===== config.mk =====
export PLATFORM = sky130hd
export DESIGN_NAME = ex_stage_flat
export DESIGN_NICKNAME = d
export VERILOG_FILES = /design/src/rtl/cpu_pkg.sv /design/src/rtl/ex_stage_if.sv /design/src/rtl/ex_seq_mul.sv /design/src/rtl/ex_stage.sv /design/src/flat_wrapper.sv
export SDC_FILE = /design/constraint.sdc
export NUM_CORES = 1
export LEC_CHECK = 0
export ABC_AREA = 1
export CAP_MARGIN = 0
export CORE_MARGIN = 2
export CORE_UTILIZATION = 53
export CTS_CLUSTER_DIAMETER = 150
export DETAILED_ROUTE_END_ITERATION = 16
export PLACE_DENSITY = 0.8
export SETUP_SLACK_MARGIN = 0.5
export SYNTH_ARGS = -nofsm -noshare
export SYNTH_HDL_FRONTEND = slang
export SYNTH_SLANG_ARGS = --single-unit

===== constraint.sdc =====
create_clock -name clk -period 3.3 [get_ports clk]
set_clock_uncertainty 0.15 [all_clocks]
set_input_delay 0.66 -clock clk [delete_from_list [all_inputs] [get_ports clk]]
set_output_delay 0.66 -clock clk [all_outputs]
set_load 0.01 [all_outputs]

===== src/rtl/cpu_pkg.sv =====
// cpu_pkg: ALU opcodes, forward-select codes, multiplier FSM states and the forwarding mux helper
package cpu_pkg;
  localparam logic [3:0] ALU_ADD = 4'd0, ALU_SUB = 4'd1, ALU_AND = 4'd2, ALU_OR = 4'd3,
                         ALU_XOR = 4'd4, ALU_NOR = 4'd5, ALU_SLT = 4'd6, ALU_SLTU = 4'd7,
                         ALU_SLL = 4'd8, ALU_SRL = 4'd9, ALU_SRA = 4'd10, ALU_LUI = 4'd11,
                         ALU_MUL = 4'd12;
  localparam logic [1:0] FWD_MEM = 2'b01, FWD_WB = 2'b10;
  typedef enum logic [1:0] {MUL_IDLE, MUL_BUSY, MUL_DONE} mul_state_e;
  function automatic logic [31:0] fwd_sel(input logic [1:0] sel, input logic [31:0] rf, mem, wb);
    return sel == FWD_MEM ? mem : sel == FWD_WB ? wb : rf;
  endfunction
endpackage


===== src/rtl/ex_stage_if.sv =====
// ex_stage_if: ID/EX inputs, forwarding sources and EX/MEM outputs of the execute stage
interface ex_stage_if;
  logic        ID_EX_valid;
  logic [3:0]  ID_EX_ALUOp;
  logic        ID_EX_ALUSrc;
  logic [31:0] ID_EX_Imm;
  logic [31:0] ID_EX_RsData;
  logic [31:0] ID_EX_RtData;
  logic [4:0]  ID_EX_WriteReg;
  logic        ID_EX_RegWrite;
  logic        ID_EX_MemRead;
  logic        ID_EX_MemWrite;
  logic        ID_EX_MemToReg;
  logic [1:0]  ForwardA;
  logic [1:0]  ForwardB;
  logic [31:0] MEM_FwdData;
  logic [31:0] WB_FwdData;
  logic        EX_flush;
  logic        EX_stall;
  logic        EX_MEM_valid;
  logic        EX_MEM_RegWrite;
  logic        EX_MEM_MemRead;
  logic        EX_MEM_MemWrite;
  logic        EX_MEM_MemToReg;
  logic [31:0] EX_MEM_ALU_Z;
  logic [31:0] EX_MEM_RdData;
  logic [4:0]  EX_MEM_WriteReg;
  modport slave (
    input  ID_EX_valid, ID_EX_ALUOp, ID_EX_ALUSrc, ID_EX_Imm, ID_EX_RsData, ID_EX_RtData,
           ID_EX_WriteReg, ID_EX_RegWrite, ID_EX_MemRead, ID_EX_MemWrite, ID_EX_MemToReg,
           ForwardA, ForwardB, MEM_FwdData, WB_FwdData, EX_flush,
    output EX_stall, EX_MEM_valid, EX_MEM_RegWrite, EX_MEM_MemRead, EX_MEM_MemWrite,
           EX_MEM_MemToReg, EX_MEM_ALU_Z, EX_MEM_RdData, EX_MEM_WriteReg
  );
  modport master (
    output ID_EX_valid, ID_EX_ALUOp, ID_EX_ALUSrc, ID_EX_Imm, ID_EX_RsData, ID_EX_RtData,
           ID_EX_WriteReg, ID_EX_RegWrite, ID_EX_MemRead, ID_EX_MemWrite, ID_EX_MemToReg,
           ForwardA, ForwardB, MEM_FwdData, WB_FwdData, EX_flush,
    input  EX_stall, EX_MEM_valid, EX_MEM_RegWrite, EX_MEM_MemRead, EX_MEM_MemWrite,
           EX_MEM_MemToReg, EX_MEM_ALU_Z, EX_MEM_RdData, EX_MEM_WriteReg
  );
endinterface


===== src/rtl/ex_seq_mul.sv =====
// ex_seq_mul: iterative shift-add multiplier retiring K multiplier bits per cycle; busy covers the start cycle
module ex_seq_mul
  import cpu_pkg::*;
#(
  parameter int K = 1
) (
  input  logic        clk,
  input  logic        reset_b,
  input  logic        start,
  input  logic        flush,
  input  logic [31:0] op_a,
  input  logic [31:0] op_b,
  output logic        busy,
  output logic        done,
  output logic [31:0] product
);
  localparam int N = 32 / K;
  localparam int CW = N > 1 ? $clog2(N) : 1;
  mul_state_e state, state_nxt;
  logic [31:0] a, b, acc;
  logic [CW-1:0] cnt;
  always_ff @(posedge clk or negedge reset_b) begin
    if (!reset_b) begin
      state <= MUL_IDLE;
      a     <= '0;
      b     <= '0;
      acc   <= '0;
      cnt   <= '0;
    end else begin
      state <= state_nxt;
      if (state == MUL_IDLE && start) begin
        a   <= op_a;
        b   <= op_b;
        acc <= '0;
        cnt <= CW'(N - 1);
      end else if (state == MUL_BUSY) begin
        acc <= acc + 32'(a * 32'(b[K-1:0]));
        a   <= a << K;
        b   <= b >> K;
        cnt <= cnt - 1'b1;
      end
    end
  end
  always_comb begin
    state_nxt = state;
    state_nxt = flush ? MUL_IDLE :
                state == MUL_IDLE ? (start ? MUL_BUSY : MUL_IDLE) :
                state == MUL_BUSY ? (cnt == '0 ? MUL_DONE : MUL_BUSY) : MUL_IDLE;
  end
  assign busy    = !flush && ((state == MUL_IDLE && start) || state == MUL_BUSY);
  assign done    = state == MUL_DONE;
  assign product = acc;
endmodule


===== src/rtl/ex_stage.sv =====
// ex_stage: operand forwarding, ALU, sequential multiplier hookup and the EX/MEM pipeline register
module ex_stage
  import cpu_pkg::*;
#(
  parameter int MUL_BITS_PER_CYCLE = 1
) (
  input logic       clk,
  input logic       reset_b,
  ex_stage_if.slave bus
);
  logic [31:0] op_a, fwd_b, op_b, alu_z, product;
  logic mul_start, mul_busy, mul_done, load;
  assign op_a  = fwd_sel(bus.ForwardA, bus.ID_EX_RsData, bus.MEM_FwdData, bus.WB_FwdData);
  assign fwd_b = fwd_sel(bus.ForwardB, bus.ID_EX_RtData, bus.MEM_FwdData, bus.WB_FwdData);
  assign op_b  = bus.ID_EX_ALUSrc ? bus.ID_EX_Imm : fwd_b;
  always_comb begin
    alu_z = '0;
    case (bus.ID_EX_ALUOp)
      ALU_ADD:  alu_z = op_a + op_b;
      ALU_SUB:  alu_z = op_a - op_b;
      ALU_AND:  alu_z = op_a & op_b;
      ALU_OR:   alu_z = op_a | op_b;
      ALU_XOR:  alu_z = op_a ^ op_b;
      ALU_NOR:  alu_z = ~(op_a | op_b);
      ALU_SLT:  alu_z = {31'b0, $signed(op_a) < $signed(op_b)};
      ALU_SLTU: alu_z = {31'b0, op_a < op_b};
      ALU_SLL:  alu_z = op_b << op_a[4:0];
      ALU_SRL:  alu_z = op_b >> op_a[4:0];
      ALU_SRA:  alu_z = $signed(op_b) >>> op_a[4:0];
      ALU_LUI:  alu_z = {op_b[15:0], 16'h0};
      default:  alu_z = '0;
    endcase
  end
  assign mul_start = bus.ID_EX_valid && bus.ID_EX_ALUOp == ALU_MUL && !bus.EX_flush;
  ex_seq_mul #(.K(MUL_BITS_PER_CYCLE)) u_mul (
    .clk     (clk),
    .reset_b (reset_b),
    .start   (mul_start),
    .flush   (bus.EX_flush),
    .op_a    (op_a),
    .op_b    (op_b),
    .busy    (mul_busy),
    .done    (mul_done),
    .product (product)
  );
  // Stall is combinational from ID/EX, so hold it low while reset is asserted
  assign bus.EX_stall = reset_b && mul_busy;
  assign load = bus.ID_EX_valid && !bus.EX_flush && !mul_busy;
  always_ff @(posedge clk or negedge reset_b) begin
    if (!reset_b) begin
      bus.EX_MEM_valid    <= 1'b0;
      bus.EX_MEM_RegWrite <= 1'b0;
      bus.EX_MEM_MemRead  <= 1'b0;
      bus.EX_MEM_MemWrite <= 1'b0;
      bus.EX_MEM_MemToReg <= 1'b0;
      bus.EX_MEM_ALU_Z    <= '0;
      bus.EX_MEM_RdData   <= '0;
      bus.EX_MEM_WriteReg <= '0;
    end else begin
      bus.EX_MEM_valid    <= load;
      bus.EX_MEM_RegWrite <= load && bus.ID_EX_RegWrite;
      bus.EX_MEM_MemRead  <= load && bus.ID_EX_MemRead;
      bus.EX_MEM_MemWrite <= load && bus.ID_EX_MemWrite;
      if (load) begin
        bus.EX_MEM_MemToReg <= bus.ID_EX_MemToReg;
        bus.EX_MEM_ALU_Z    <= mul_done ? product : alu_z;
        bus.EX_MEM_RdData   <= fwd_b;
        bus.EX_MEM_WriteReg <= bus.ID_EX_WriteReg;
      end
    end
  end
endmodule

===== src/flat_wrapper.sv =====
// flat-port wrapper written by rule: the top's interface ports become plain ports
module ex_stage_flat import cpu_pkg::*;
#(
  parameter int MUL_BITS_PER_CYCLE = 1
)
  (clk, reset_b, bus_ID_EX_valid, bus_ID_EX_ALUOp, bus_ID_EX_ALUSrc, bus_ID_EX_Imm, bus_ID_EX_RsData, bus_ID_EX_RtData, bus_ID_EX_WriteReg, bus_ID_EX_RegWrite, bus_ID_EX_MemRead, bus_ID_EX_MemWrite, bus_ID_EX_MemToReg, bus_ForwardA, bus_ForwardB, bus_MEM_FwdData, bus_WB_FwdData, bus_EX_flush, bus_EX_stall, bus_EX_MEM_valid, bus_EX_MEM_RegWrite, bus_EX_MEM_MemRead, bus_EX_MEM_MemWrite, bus_EX_MEM_MemToReg, bus_EX_MEM_ALU_Z, bus_EX_MEM_RdData, bus_EX_MEM_WriteReg);
  ex_stage_if bus_i ();
  input logic clk;
  input logic reset_b;
  input wire logic [$bits(bus_i.ID_EX_valid)-1:0] bus_ID_EX_valid;
  input wire logic [$bits(bus_i.ID_EX_ALUOp)-1:0] bus_ID_EX_ALUOp;
  input wire logic [$bits(bus_i.ID_EX_ALUSrc)-1:0] bus_ID_EX_ALUSrc;
  input wire logic [$bits(bus_i.ID_EX_Imm)-1:0] bus_ID_EX_Imm;
  input wire logic [$bits(bus_i.ID_EX_RsData)-1:0] bus_ID_EX_RsData;
  input wire logic [$bits(bus_i.ID_EX_RtData)-1:0] bus_ID_EX_RtData;
  input wire logic [$bits(bus_i.ID_EX_WriteReg)-1:0] bus_ID_EX_WriteReg;
  input wire logic [$bits(bus_i.ID_EX_RegWrite)-1:0] bus_ID_EX_RegWrite;
  input wire logic [$bits(bus_i.ID_EX_MemRead)-1:0] bus_ID_EX_MemRead;
  input wire logic [$bits(bus_i.ID_EX_MemWrite)-1:0] bus_ID_EX_MemWrite;
  input wire logic [$bits(bus_i.ID_EX_MemToReg)-1:0] bus_ID_EX_MemToReg;
  input wire logic [$bits(bus_i.ForwardA)-1:0] bus_ForwardA;
  input wire logic [$bits(bus_i.ForwardB)-1:0] bus_ForwardB;
  input wire logic [$bits(bus_i.MEM_FwdData)-1:0] bus_MEM_FwdData;
  input wire logic [$bits(bus_i.WB_FwdData)-1:0] bus_WB_FwdData;
  input wire logic [$bits(bus_i.EX_flush)-1:0] bus_EX_flush;
  output wire logic [$bits(bus_i.EX_stall)-1:0] bus_EX_stall;
  output wire logic [$bits(bus_i.EX_MEM_valid)-1:0] bus_EX_MEM_valid;
  output wire logic [$bits(bus_i.EX_MEM_RegWrite)-1:0] bus_EX_MEM_RegWrite;
  output wire logic [$bits(bus_i.EX_MEM_MemRead)-1:0] bus_EX_MEM_MemRead;
  output wire logic [$bits(bus_i.EX_MEM_MemWrite)-1:0] bus_EX_MEM_MemWrite;
  output wire logic [$bits(bus_i.EX_MEM_MemToReg)-1:0] bus_EX_MEM_MemToReg;
  output wire logic [$bits(bus_i.EX_MEM_ALU_Z)-1:0] bus_EX_MEM_ALU_Z;
  output wire logic [$bits(bus_i.EX_MEM_RdData)-1:0] bus_EX_MEM_RdData;
  output wire logic [$bits(bus_i.EX_MEM_WriteReg)-1:0] bus_EX_MEM_WriteReg;
  assign bus_i.ID_EX_valid = bus_ID_EX_valid;
  assign bus_i.ID_EX_ALUOp = bus_ID_EX_ALUOp;
  assign bus_i.ID_EX_ALUSrc = bus_ID_EX_ALUSrc;
  assign bus_i.ID_EX_Imm = bus_ID_EX_Imm;
  assign bus_i.ID_EX_RsData = bus_ID_EX_RsData;
  assign bus_i.ID_EX_RtData = bus_ID_EX_RtData;
  assign bus_i.ID_EX_WriteReg = bus_ID_EX_WriteReg;
  assign bus_i.ID_EX_RegWrite = bus_ID_EX_RegWrite;
  assign bus_i.ID_EX_MemRead = bus_ID_EX_MemRead;
  assign bus_i.ID_EX_MemWrite = bus_ID_EX_MemWrite;
  assign bus_i.ID_EX_MemToReg = bus_ID_EX_MemToReg;
  assign bus_i.ForwardA = bus_ForwardA;
  assign bus_i.ForwardB = bus_ForwardB;
  assign bus_i.MEM_FwdData = bus_MEM_FwdData;
  assign bus_i.WB_FwdData = bus_WB_FwdData;
  assign bus_i.EX_flush = bus_EX_flush;
  assign bus_EX_stall = bus_i.EX_stall;
  assign bus_EX_MEM_valid = bus_i.EX_MEM_valid;
  assign bus_EX_MEM_RegWrite = bus_i.EX_MEM_RegWrite;
  assign bus_EX_MEM_MemRead = bus_i.EX_MEM_MemRead;
  assign bus_EX_MEM_MemWrite = bus_i.EX_MEM_MemWrite;
  assign bus_EX_MEM_MemToReg = bus_i.EX_MEM_MemToReg;
  assign bus_EX_MEM_ALU_Z = bus_i.EX_MEM_ALU_Z;
  assign bus_EX_MEM_RdData = bus_i.EX_MEM_RdData;
  assign bus_EX_MEM_WriteReg = bus_i.EX_MEM_WriteReg;
  ex_stage #(.MUL_BITS_PER_CYCLE(MUL_BITS_PER_CYCLE)) u_core (.clk(clk), .reset_b(reset_b), .bus(bus_i));
endmodule

==> results of run 1 <==
per-layer routing:
layer  overflow  track usage (%)
met3          9             67.4
met4        109             80.2
met5          1             34.5
met2        250             98.2
met1          6             82.3
stage by stage:
step	cell area (sq um)	hold slack, ns	TNS, ns	instances	setup slack (ns)
2_1_floorplan	22200	0.214	-1.81	3452	-0.295
3_3_place_gp	30300	0.303	-52.93	4813	-1.62
3_5_place_dp	30300	0.315	-57.58	4813	-1.58
4_1_cts	34400	0.331	-2.54	5003	-0.232
synth_stat cells (all sizes together), types with 5 or more instances:
cell	instances	share of area (%)
o221ai	32	1.3
inv	377	6.7
buf	97	3.0
o211ai	20	0.70
a21boi	32	1.2
a22oi	11	0.39
o22ai	14	0.41
ha	136	8.0
o21a	32	1.1
clkbuf	83	1.5
nand2	919	17
o21ai	283	6.7
xor2	15	0.62
a21oi	187	4.4
nor4	5	0.22
a221oi	21	0.86
o21bai	10	0.35
a31oi	8	0.23
or2	63	1.8
dfrtp	177	21
a21o	12	0.42
xnor2	9	0.37
nor2	226	4.3
nand4	76	2.4
nand3	541	13
nor3	32	0.75
what timing repair did:
action                                  CTS
buffers inserted                        143
endpoints found under the hold margin    27
resized for setup                       614
pin swaps                               232
hold buffers                              1
endpoints found under the setup margin  123
gates cloned                             14
kinds of logic after synthesis:
logic type,after synthesis
AND/OR/NAND/NOR,1875
AO/OA/AOI/OAI,677
buffers and inverters,560
flip-flops,177
adder cells (fa/ha/maj),139
XOR/XNOR,24
==> results_dict.tcl, run 1 <==
set metrics [dict create \
    die_h_um 205 \
    error "[ERROR GRT-0116] Global routing finished with congestion. Check the congestion regions in the DRC Viewer." \
    port_buffers 256 \
    die_w_um 205 \
    async_flop_share_pct 100 \
    outcome "aborted with a tool error" \
    ys_types 66 \
    globalplace.congestion 1.22 \
    synth_nets 3773 \
    cts_num_sinks 177 \
    cts_buffer_depth 2 \
    track_usage_pct 81.9 \
    synth_adder_area_share_pct 8.27 \
    start_util_pct 53.6 \
    grt_pass1_vias 38100 \
    synth-seq-area-share_pct 20.8 \
    grt_pass1_wl_um 262000 \
    muxShareOfSynthArea_pct 0 \
    synth_top_family_by_area "simple AND/OR/NAND/NOR gates" \
    yosys.area_share.simple_pct 40.0 \
    synth-edff-count 0 \
    grt_overflow 375 \
    dp_hpwl_um 97400 \
    cts_made_buffers 17 \
    htree_levels 4 \
    syn_inst 3452 \
    yosysWarnings 0 \
    syn_area_per_cell_sq_um 6.17 \
    haltStage "global routing (5_1_grt)" \
    syn_area_sq_um 21300 \
    grt_max_degree 68 \
    io_pins 257 \
    synth_ff_type "dfrtp_1" \
    synthXorXnorAreaFrac_pct 0.986 \
    ys_ff_latch 177 \
    row_count 73 \
    synth_compound_area_share_pct 18.8 \
    cts-root-buf "clkbuf_16" \
]
==> run 2: changes to the inputs <==
--- a/config.mk
+++ b/config.mk
@@ -8,11 +8,9 @@
 export ABC_AREA = 1
 export CAP_MARGIN = 0
 export CORE_MARGIN = 2
-export CORE_UTILIZATION = 53
-export CTS_CLUSTER_DIAMETER = 150
+export CORE_UTILIZATION = 40
 export DETAILED_ROUTE_END_ITERATION = 16
-export PLACE_DENSITY = 0.8
-export SETUP_SLACK_MARGIN = 0.5
+export PLACE_DENSITY_LB_ADDON = 0.15
 export SYNTH_ARGS = -nofsm -noshare
 export SYNTH_HDL_FRONTEND = slang
 export SYNTH_SLANG_ARGS = --single-unit
==> constraint.sdc (replaced) <==
create_clock -name clk -period 4.3 [get_ports clk]
set_clock_uncertainty 0.15 [all_clocks]
set_input_delay 0.86 -clock clk [delete_from_list [all_inputs] [get_ports clk]]
set_output_delay 0.86 -clock clk [all_outputs]
set_load 0.01 [all_outputs]
==> run 2 against run 1 <==
The flow now finishes without violations. Synthesized cell count stayed put. Synthesized area unchanged.
==> results_dict.tcl, run 2 <==
set metrics [dict create \
    outcome "finished, final reports clean" \
    htree_levels 4 \
    reg2reg_to "u_core.u_mul.product[24]" \
    worstPathRequired_ns 4.54 \
    synth_ff_type "dfrtp_1" \
    worstSetupPathType "input port to flip-flop" \
    synth-seq-area-share_pct 20.8 \
    pwr-share-seq_pct 23.2 \
    grt_overflow 0 \
    vias 28300 \
    area_growth_pct 42.6 \
    clkPwrFrac_pct 15.5 \
    globalplace.congestion 1.08 \
    dieArea_sq_um 55100 \
    drc 0 \
    cts_buffer_depth 2 \
    worst_pin_slew_ns 1.21 \
    power.density_nw_per_um2 357 \
    antenna_left 0 \
    final_cell_mix "861 x nand2_1, 646 x buf_4, 507 x nand3_1" \
    cp.arrival_ns 4.36 \
    grt_pass1_wl_um 174000 \
    slew_viol_final 0 \
    clkSlewWorstSetupHoldPaths_ns 0.08 \
    grt_pass1_vias 26400 \
    crit_start "bus_ForwardA[0]" \
    clk_latency_ns 0.52 \
    fin_util_pct 57.7 \
    start_kind "input port" \
    cts_made_buffers 17 \
    track_usage_pct 42.4 \
    hold_viol 0 \
    final_common_cell "nand2_1" \
    post-route-min-period_ns 4.12 \
    dp_hpwl_um 97300 \
    power.net_switching_mw 5.15 \
    syn_inst 3452 \
    r2r_slack_ns 0.73 \
    synth_top_area_cell "dfrtp_1" \
    fmax_ghz 0.243 \
    die_w_um 235 \
    avgViaCountPerCell 5.75 \
    synth_area_leaders "dfrtp_1 21%, nand2_1 15%, nand3_1 12%" \
    swShare_pct 47.4 \
    ys_ff_latch 177 \
    port_buffers 256 \
    dr.pass1.iters 7 \
    leakagePower_nw 15.3 \
    vdd_drop_max_v 0.000341 \
    endpoint "u_core.bus.EX_MEM_ALU_Z[20]" \
    drt-initial-drc-count 3724 \
    io_pins 257 \
    finalCritPeriodShare_pct 95.7 \
    async_flop_share_pct 100 \
    core_sq_um 52700 \
    critPathCaptureType "flip-flop" \
    drt_wl_total_um 120000 \
    ys_types 66 \
    netlist_top_cells_count "877 x nand2_1, 517 x nand3_1, 366 x inv_1" \
    wl_per_cell_um 24.4 \
    whs_ns 0.324 \
    yosysWarnings 0 \
    cts_tree "yes" \
    synth.most_common_cell "nand2_1" \
    num-nets-final 4547 \
    syn_area_sq_um 21300 \
    synth-edff-count 0 \
    finalSetupViolCount 0 \
    row_count 84 \
    synth_nets 3773 \
    layout-drive-gt1-share_pct 23.5 \
    hold_class "flip-flop to flip-flop" \
    antenna_found_initial 3 \
    cts-root-buf "clkbuf_16" \
    cap_violations 0 \
    cts_num_sinks 177 \
    syn_area_per_cell_sq_um 6.17 \
    grt_max_degree 70 \
    p_int_mw 5.72 \
    worstPathMaxFanout 23 \
    slew_headroom_pct 19.0 \
    r2r_cells 15 \
    regToRegStartpoint "u_core.u_mul.b[0]" \
    synth_top_cell_area_share_pct 20.8 \
    die_h_um 235 \
    comb_power_share_pct 61.3 \
    start_util_pct 40.5 \
]
-- run 2: cell counts after synthesis --
No cell type changed its count.
-- run 2: cell families (layout without fill, tap and decap cells) --
kind of cell	count (synthesis)	count (layout)	synth area share, %
buffers and inverters	560	1347	11.2
XOR/XNOR	24	24	0.986
adder cells (fa/ha/maj)	139	139	8.27
AO/OA/AOI/OAI	677	677	18.8
flip-flops	177	177	20.8
AND/OR/NAND/NOR	1875	1875	40.0
other	0	1	0
-- run 2: how the worst min path moves through the flow --
stage / depth (start not counted) / from / end
after floorplan: 1 / u_core.u_mul.cnt[4] / u_core.u_mul.cnt[4]
after global placement: 2 / u_core.bus.EX_MEM_WriteReg[3] / u_core.bus.EX_MEM_WriteReg[3]
after detailed placement: 2 / u_core.bus.EX_MEM_WriteReg[4] / u_core.bus.EX_MEM_WriteReg[4]
after CTS: 2 / u_core.bus.EX_MEM_WriteReg[4] / u_core.bus.EX_MEM_WriteReg[4]
after global routing: 2 / u_core.bus.EX_MEM_WriteReg[4] / u_core.bus.EX_MEM_WriteReg[4]
final: 2 / u_core.bus.EX_MEM_WriteReg[4] / u_core.bus.EX_MEM_WriteReg[4]
-- run 2: layer usage --
metal / global-route usage, % / wire length, um / vias up
li1: - / - / 13200
met1: 57.5 / 49800 / 13300
met2: 61.7 / 49200 / 1580
met3: 9.35 / 12800 / 317
met4: 24.5 / 8310 / 4
met5: 0 / 27 / -
-- run 2: area by class of cell --
type | instances | area, sq um
clock buffers | 19 | 453
diodes | 1 | 2.50
flip-flops and latches | 177 | 4430
well taps | 688 | 861
inverters | 380 | 1450
multi-input cells | 2715 | 15000
clock inverters | 13 | 134
fillers | 5406 | 22300
repair buffers | 935 | 8020
-- run 2: critical path, cell delays in order --
cell and delay, ns:
dlymetal6s2s_1 0.16, inv_2 0.10, nand2_2 0.11, buf_12 0.19
buf_4 0.16, nand2_1 0.05, nand3_1 0.06, o21ai_0 0.11
buf_4 0.18, inv_1 0.05, ha_1 0.34, buf_4 0.20
nand2_1 0.13, nor2_2 0.16, inv_1 0.12, nor3_4 0.26
nand4_1 0.21, nand3_2 0.13, a21oi_1 0.06, o21ai_0 0.07
nor3b_1 0.19, buf_4 0.16, nand4_1 0.09, nand2_1 0.09
a21boi_1 0.09
-- run 2: timing repair --
action | in CTS | in global routing
buffers inserted | 3 | 9
pin swaps | 12 | 20
resized for setup | 84 | 95
cloned | 0 | 2
hold buffers | 0 | 0
endpoints found under the setup margin | 27 | 28
-- run 2: power groups by stage --
stage               clock network, mW  registers, mW  logic, mW
finish                           1.69           2.52       6.66
floorplan                           0           2.43       3.44
detailed placement                  0           2.53       6.28
global route                     1.75           2.56       7.21
CTS                              1.71           2.50       6.40
global placement                    0           2.53       6.28
-- run 2: through the flow --
stage | cells | worst slack, ns | cell area (sq um) | TNS [ns] | total power, mW
after global routing | 4928 | -0.00167 | 30400 | -0.00167 | 11.5
after global placement | 4881 | -1.08 | 29100 | -20.73 | 8.81
after floorplan | 3452 | 0.337 | 21300 | 0 | 5.87
final | 4928 | 0.184 | 30400 | 0 | 10.9
after detailed placement | 4881 | -1.00 | 29100 | -21.16 | 8.81
after CTS | 4916 | -0.0283 | 29900 | -0.0283 | 10.6
Power figures use the tool's default switching activity.
